## config.mk

```make
export PLATFORM = sky130hd
export DESIGN_NAME = mult16_seq
export DESIGN_NICKNAME = d
export VERILOG_FILES = /design/src/rtl/mult16_seq.sv
export SDC_FILE = /design/constraint.sdc
export NUM_CORES = 1
export LEC_CHECK = 0
export ABC_AREA = 1
export BUFFER_PORTS_ARGS = -buffer_cell sky130_fd_sc_hd__buf_4
export CORE_MARGIN = 4
export CORE_UTILIZATION = 45
export CTS_CLUSTER_DIAMETER = 120
export DETAILED_ROUTE_END_ITERATION = 16
export GPL_ROUTABILITY_DRIVEN = 0
export PLACE_DENSITY = 0.66
export SLEW_MARGIN = 20
export SYNTH_ARGS = -nofsm -noshare
export SYNTH_HDL_FRONTEND = slang
export SYNTH_HIERARCHICAL = 1
export SYNTH_SLANG_ARGS = --single-unit
```

## constraint.sdc

```tcl
create_clock -name clk -period 4.2 [get_ports clk]
set_input_delay 0.84 -clock clk [delete_from_list [all_inputs] [get_ports clk]]
set_output_delay 0.84 -clock clk [all_outputs]
set_load 0.02 [all_outputs]
```

## src/rtl/mult16_seq.sv

```systemverilog
// Sequential 16x16 shift-and-add multiplier returning (a*b) mod 2^16.
// One shared add16 performs every accumulation; one multiplier bit is consumed per clock.
module add16 (
    input  logic [15:0] x,
    input  logic [15:0] y,
    output logic [15:0] sum
);
    assign sum = x + y;
endmodule

module mult16_seq #(
    parameter bit EARLY_EXIT = 1'b1
) (
    input  logic        clk,
    input  logic        rst_n,
    input  logic        start,
    input  logic [15:0] a,
    input  logic [15:0] b,
    output logic        ready,
    output logic        busy,
    output logic        out_valid,
    output logic [15:0] out,
    input  logic        out_ready
);
    typedef enum logic [1:0] {
        IDLE = 2'b00,
        RUN  = 2'b01,
        DONE = 2'b10
    } state_t;

    state_t      state_q, state_d;
    logic [15:0] mcand_q, mcand_d;
    logic [15:0] mplier_q, mplier_d;
    logic [15:0] acc_q, acc_d;
    logic [3:0]  cnt_q, cnt_d;
    logic [15:0] sum;

    add16 u_add (
        .x   (acc_q),
        .y   (mcand_q),
        .sum (sum)
    );

    always_ff @(posedge clk) begin
        if (!rst_n) begin
            state_q  <= IDLE;
            mcand_q  <= '0;
            mplier_q <= '0;
            acc_q    <= '0;
            cnt_q    <= '0;
        end else begin
            state_q  <= state_d;
            mcand_q  <= mcand_d;
            mplier_q <= mplier_d;
            acc_q    <= acc_d;
            cnt_q    <= cnt_d;
        end
    end

    always_comb begin
        state_d  = state_q;
        mcand_d  = mcand_q;
        mplier_d = mplier_q;
        acc_d    = acc_q;
        cnt_d    = cnt_q;
        case (state_q)
            IDLE: begin
                if (start) begin
                    mcand_d  = a;
                    mplier_d = b;
                    acc_d    = '0;
                    cnt_d    = '0;
                    state_d  = (EARLY_EXIT && b == 16'd0) ? DONE : RUN;
                end
            end
            RUN: begin
                if (mplier_q[0]) acc_d = sum;
                mcand_d  = mcand_q << 1;
                mplier_d = mplier_q >> 1;
                cnt_d    = cnt_q + 4'd1;
                // Early exit looks at the multiplier after this step's shift.
                if (cnt_q == 4'd15 || (EARLY_EXIT && mplier_d == 16'd0)) state_d = DONE;
            end
            DONE: begin
                if (out_ready) state_d = IDLE;
            end
            default: state_d = IDLE;
        endcase
    end

    assign ready     = (state_q == IDLE);
    assign busy      = (state_q == RUN);
    assign out_valid = (state_q == DONE);
    assign out       = acc_q;
endmodule
```

==> results of run 1 <==
## state kept, by name, indices dropped and copies added (netlist names)
signal / count
out: 16
mcand_q: 16
state_q: 2
mplier_q: 16
cnt_q: 4
## metal layers
| layer | track usage, % | part of all wire (%) | up-vias | wire length [µm] |
|---|---|---|---|---|
| li1 | - | - | 1669 | - |
| met1 | 26.6 | 47 | 1471 | 3840 |
| met2 | 31.6 | 47 | 78 | 3860 |
| met3 | 2.74 | 4.9 | 7 | 401 |
| met4 | 4.98 | 1.1 | 0 | 88 |
| met5 | 0 | 0 | - | 0 |
## power breakdown
group          total, mW  switching (mW)  internal [mW]
Sequential         0.746           0.126          0.620
Combinational      0.692           0.448          0.244
Clock              0.281           0.166          0.116
Total               1.72           0.739          0.979
## synth_stat cells, drive strengths merged, types with 4 or more instances
master / n
xor2: 6
nor2: 34
buf: 17
dfxtp: 54
clkbuf: 6
inv: 67
a31oi: 10
nand3: 55
o221ai: 20
ha: 16
a21oi: 50
o21ai: 4
nand2: 131
## through the flow
stage / worst slack (ps) / power (mW) / area (µm²) / hold slack [ps] / instances
global route: 1610 / 1.86 / 3890 / 479 / 620
detailed placement: 1920 / 1.45 / 3820 / 453 / 613
floorplan: 2450 / 1.35 / 3460 / 438 / 483
CTS: 1740 / 1.73 / 3890 / 467 / 620
global placement: 1980 / 1.44 / 3820 / 450 / 613
finish: 1740 / 1.72 / 3890 / 468 / 620
## worst max-delay path, cell delays in order, from the launching register on
cell     delay [ps]
dfxtp_1         460
nand2_4         250
inv_4           380
buf_4           220
## cells by family after synthesis
logic type               count (synthesis)  share of synthesized area, %
AO/OA/AOI/OAI                           84                          18.3
adder cells (fa/ha/maj)                 17                          6.36
AND/OR/NAND/NOR                        230                          29.6
flip-flops                              54                          31.2
buffers and inverters                   90                          12.5
XOR/XNOR                                 8                          2.02
## worst max path at each step
stage / endpoint / depth (start not counted) / startpoint
CTS: busy / 3 / state_q[0]
floorplan: out[8] / 10 / out[0]
global placement: mcand_q[13] / 6 / start
detailed placement: mcand_q[6] / 6 / start
finish: busy / 3 / state_q[0]
global route: busy / 3 / state_q[0]
## area by class of cell
| type | instances | share of cell area (%) |
|---|---|---|
| sequential | 54 | 27.8 |
| clock buffer | 7 | 1.96 |
| tap | 99 | 3.18 |
| multi-input combinational | 339 | 50.1 |
| inverter | 67 | 6.59 |
| timing repair buffer | 54 | 10.4 |
==> results_dict.tcl, run 1 <==
set metrics [dict create \
    detailed_place_hpwl_mm 6.05 \
    final_antenna_net_count 0 \
    syn-instance-count 483 \
    vdd_ir_drop_max_mv 0.280 \
    seqCellArea_um2 1080 \
    synth_top_area_share_pct 31.2 \
    yosysTopAreaCell "dfxtp_1" \
    vias 3225 \
    overflow 0 \
    syn_nets 536 \
    cts_hold_buf 0 \
    drive_gt1_share_pct 20.3 \
    synth_edf_count 0 \
    synth_cell_type_count 30 \
    final_cell_mix "nand2_1, inv_1, nand3_1" \
    layout_commonest_cell "nand2_1" \
    clk_latency_ps 300 \
    finalWirelength_mm 8.19 \
    root_buffer "clkbuf_8" \
    clockBufferDepth 2 \
    fin_util_pct 52.8 \
    area_growth_pct 12.4 \
    critPathKind "reg2out" \
    cts_resized 0 \
    cts_made_buffers 5 \
    relSlewSlack_pct 36.1 \
    hold_path_depth 2 \
    wire_per_inst_um 13.2 \
    ys_seq_area_share_pct 31.2 \
    nNetsFinal 574 \
    rows 31 \
    rsz0062_at_grt "no" \
    grt_start_max_net_pins 39 \
    max_freq_ghz 0.406 \
    finalSetupViolCount 0 \
    reg2reg_from "mcand_q[0]" \
    cts.sink_count 54 \
    syn_area_um2 3460 \
    hold_end "mplier_q[3]" \
    min_from "mplier_q[3]" \
    dieArea_um2 9170 \
    grt_pass1_wl_mm 14.1 \
    cts_setup_buffers 0 \
    ios 55 \
    fillers 735 \
    die_y_um 95.7 \
    critPathRequiredTime_ps 3360 \
    cts_max_level 2 \
    start_util_pct 47.0 \
    grtUsageTotal_pct 19.3 \
    arrival_ps 1620 \
    portBuffers 54 \
    core_um2 7370 \
    multi_input_area_um2 1950 \
    synthFlopType "dfxtp_1" \
    dieWidth_um 95.7 \
    cts_tree "yes" \
    hold_viol 0 \
    ys_ff_latch 54 \
    synth.avg_cell_area_um2 7.17 \
    first_global_vias 2995 \
    drcViolationCount 0 \
    synth_area_leaders "dfxtp_1, nand2_1, nand3_1, inv_1, ha_1" \
    antenna_found_initial 0 \
    diodes 0 \
    maxSlewViolCount 0 \
    yosysWarnings 6 \
    clk_pin_slew_ps 90 \
    r2r_setup_slack_ps 2270 \
    crit_path_end_kind "primary output" \
    period_minus_slack_ps 2460 \
    drt_pass1_iterations 4 \
    p_leak_nw 1.79 \
    maxCapViolations 0 \
    async_flop_share_pct 0 \
    status "completed" \
    hold_path.class "reg2reg" \
    drt_iter0_markers 143 \
    reg2regPathDepth 12 \
    tns_ps 0 \
    fin_skew_ps 3.53 \
    crit_path_max_fanout 34 \
    start_kind "register" \
    reg2reg_to "out[14]" \
    routed_via_density 5.20 \
    power_density_nw_per_um2 441 \
    post-route-period-util_pct 58.7 \
    tightest_slew_ps 958 \
]
(Power assumes the default switching activity.)
==> run 2, diff against run 1 <==
--- a/config.mk
+++ b/config.mk
@@ -5,14 +5,14 @@
 export SDC_FILE = /design/constraint.sdc
 export NUM_CORES = 1
 export LEC_CHECK = 0
-export ABC_AREA = 1
+export ABC_AREA = 0
 export BUFFER_PORTS_ARGS = -buffer_cell sky130_fd_sc_hd__buf_4
 export CORE_MARGIN = 4
 export CORE_UTILIZATION = 45
 export CTS_CLUSTER_DIAMETER = 120
 export DETAILED_ROUTE_END_ITERATION = 16
 export GPL_ROUTABILITY_DRIVEN = 0
-export PLACE_DENSITY = 0.66
+export PLACE_DENSITY = 0.69
 export SLEW_MARGIN = 20
 export SYNTH_ARGS = -nofsm -noshare
 export SYNTH_HDL_FRONTEND = slang
==> constraint.sdc (replaced) <==
create_clock -name clk -period 2.1 [get_ports clk]
set_input_delay 0.42 -clock clk [delete_from_list [all_inputs] [get_ports clk]]
set_output_delay 0.42 -clock clk [all_outputs]
set_load 0.02 [all_outputs]
==> run 2 against run 1 <==
The flow now finishes with violations (setup timing). Hold slack lost 120 ps. Combinational power grew 16%. Die area shrank 9.8%. Sequential share of layout area grew 0.79 points. First-iteration DRC count shrank 38%. Global-route usage shrank 0.86 points. Critical path type is now reg2reg. Largest cell class unchanged. Largest power group unchanged. Highest routed layer unchanged.
==> results_dict.tcl, run 2 <==
set metrics [dict create \
    status "complete, but fails checks" \
    violations "setup timing" \
    yosysWarnings 6 \
    power_switching_share_pct 33.8 \
    overflow 0 \
    root_buffer "clkbuf_8" \
    drt_pass1_iterations 5 \
    rsz0062_at_grt "yes" \
    routed_via_density 5.75 \
    synth_top_area_share_pct 34.9 \
    hold_path_depth 3 \
    finalWirelength_mm 7.62 \
    core_um2 6530 \
    clkPwrFrac_pct 26.4 \
    cts_tree "yes" \
    post_dp_cell_area_um2 3610 \
    ys_ff_latch 54 \
    crit_path_end_kind "register" \
    die_y_um 91.0 \
    synth_cell_type_count 55 \
    cts_max_level 2 \
    cts_made_buffers 5 \
    tns_ps -165 \
    arrival_ps 2380 \
    drcViolationCount 0 \
    critPathKind "reg2reg" \
    post-synth-top-count-cell "nor2_1" \
    clk_pin_slew_ps 100 \
    async_flop_share_pct 0 \
    fillers 610 \
    syn_nets 401 \
    diodes 0 \
    detailed_place_hpwl_mm 5.66 \
    crit_path_max_fanout 3 \
    post-route-period-util_pct 103 \
    maxSlewViolCount 0 \
    layout_setup_ws_ps -66.5 \
    multi_input_area_um2 1900 \
    final_area_um2 3790 \
    fin_skew_ps 5.89 \
    vdd_ir_drop_max_mv 0.472 \
    first_global_vias 2715 \
    relSlewSlack_pct 67.6 \
    grt_pass1_wl_mm 12.7 \
    post-place-ws_ps -102 \
    maxCapViolations 0 \
    p_leak_nw 1.54 \
    cts_hold_buf 0 \
    dieWidth_um 91.0 \
    vias 2805 \
    start_kind "register" \
    yosysTopAreaCell "dfxtp_1" \
    layout_commonest_cell "buf_4" \
    start_util_pct 47.4 \
    seqCellArea_um2 1080 \
    synth_area_leaders "dfxtp_1, o221ai_2, nor2_1, ha_1, a22oi_1" \
    reg2regPathDepth 9 \
    drive_gt1_share_pct 31.1 \
    wire_per_inst_um 15.6 \
    synth.avg_cell_area_um2 8.90 \
    fin_util_pct 58.1 \
    syn-instance-count 348 \
    grt_start_max_net_pins 27 \
    drt_iter0_markers 88 \
    hold_viol 0 \
    max_freq_ghz 0.462 \
    final_antenna_net_count 0 \
    ys_seq_area_share_pct 34.9 \
    power_density_nw_per_um2 735 \
    tightest_slew_ps 485 \
    ios 55 \
    p_comb_share_pct 28.7 \
    clockBufferDepth 2 \
    period_minus_slack_ps 2170 \
    grtUsageTotal_pct 18.4 \
    clk_latency_ps 310 \
    portBuffers 54 \
    internal-power_mw 1.85 \
    p_sw_uw 944 \
    synth_edf_count 0 \
    antenna_found_initial 0 \
    synthFlopType "dfxtp_1" \
    critPathRequiredTime_ps 2310 \
    rows 29 \
    cts.sink_count 54 \
    hold_path.class "in2reg" \
    pwr-share-seq_pct 45.0 \
    syn_area_um2 3100 \
    finalSetupViolCount 3 \
    area_growth_pct 22.5 \
    synthTopCellsByCount "nor2_1, dfxtp_1, a21oi_1" \
    dieArea_um2 8270 \
    nNetsFinal 463 \
    final_cell_mix "buf_4, nor2_1, dfxtp_1" \
]
[run 2: cell types whose count changed after synthesis, sizes merged, moves of 4 or more]
cell   delta
nor4      +7
nand2   -108
nor2     +34
nand3    -46
xnor2     +8
inv      -62
a22oi    +26
a31oi     -9
o21ai     +4
a21oi    -17
[run 2: kinds of logic (layout without fill, tap and decap cells)]
family                     count (synthesis)  in the layout  share of synthesized area, %
and+or+nand+nor                          126            126                          19.1
AOI/OAI and AO/OA                        105            105                          27.5
DFF                                       54             54                          34.9
buffers and inverters                     28             91                          6.10
adders and majority gates                 17             17                          7.11
xor gates and xnor gates                  15             15                          4.24
muxes                                      3              3                          1.05
[run 2: power groups by stage]
stage / Clock [mW] / Sequential (mW) / Combinational (mW)
6_report: 0.736 / 1.25 / 0.800
5_1_grt: 0.804 / 1.27 / 0.891
4_1_cts: 0.755 / 1.25 / 0.793
3_5_place_dp: 0 / 1.27 / 0.787
3_3_place_gp: 0 / 1.27 / 0.772
2_1_floorplan: 0 / 1.25 / 0.620
[run 2: worst max-delay path, stage by stage, from the launching register on]
cell	delay, ps
dfxtp_2	350
ha_4	160
fa_2	350
a21o_4	240
a311oi_4	280
o21ai_1	120
a311oi_1	250
nor3_1	90
a22oi_1	180
nor2_1	60
[run 2: what timing repair did]
action | 4_1_cts | 5_1_grt
setup endpoints to repair | 4 | 7
resized for setup | 1 | 12
pin swaps | 1 | 5
setup buffers | 0 | 1
hold endpoints to repair | 0 | 0
[run 2: cell type report]
| cell class | count | area share, % |
|---|---|---|
| Tap cell | 77 | 2.54 |
| Clock inverter | 3 | 1.25 |
| Multi-Input combinational cell | 266 | 50.0 |
| Inverter | 6 | 0.659 |
| Clock buffer | 5 | 1.81 |
| Sequential cell | 54 | 28.6 |
| Timing Repair Buffer | 77 | 15.2 |
[run 2: path summary, 6_finish.rpt]
| check | from | end | slack, ps |
|---|---|---|---|
| worst max-delay path | mcand_q[0] | out[10] | -70 |
| worst min-delay path | a[0] | mcand_q[0] | 350 |
| worst min register to register | mplier_q[0] | mplier_q[0] | 480 |
| worst max register to register | mcand_q[0] | out[10] | -70 |
[run 2: metal layers]
metal	routed length (µm)	global-route usage [%]	up-vias	part of all wire, %
li1	-	-	1404	-
met1	3560	24.8	1334	47
met2	3670	30.5	57	48
met3	320	4.13	10	4.2
met4	73	3.52	0	0.96
met5	0	0	-	0
[run 2: through the flow]
step / power (mW) / cells / hold WS, ps
CTS: 2.80 / 487 / 347
detailed placement: 2.06 / 479 / 458
global route: 2.97 / 488 / 349
floorplan: 1.87 / 348 / 433
finish: 2.79 / 488 / 348
global placement: 2.04 / 479 / 444
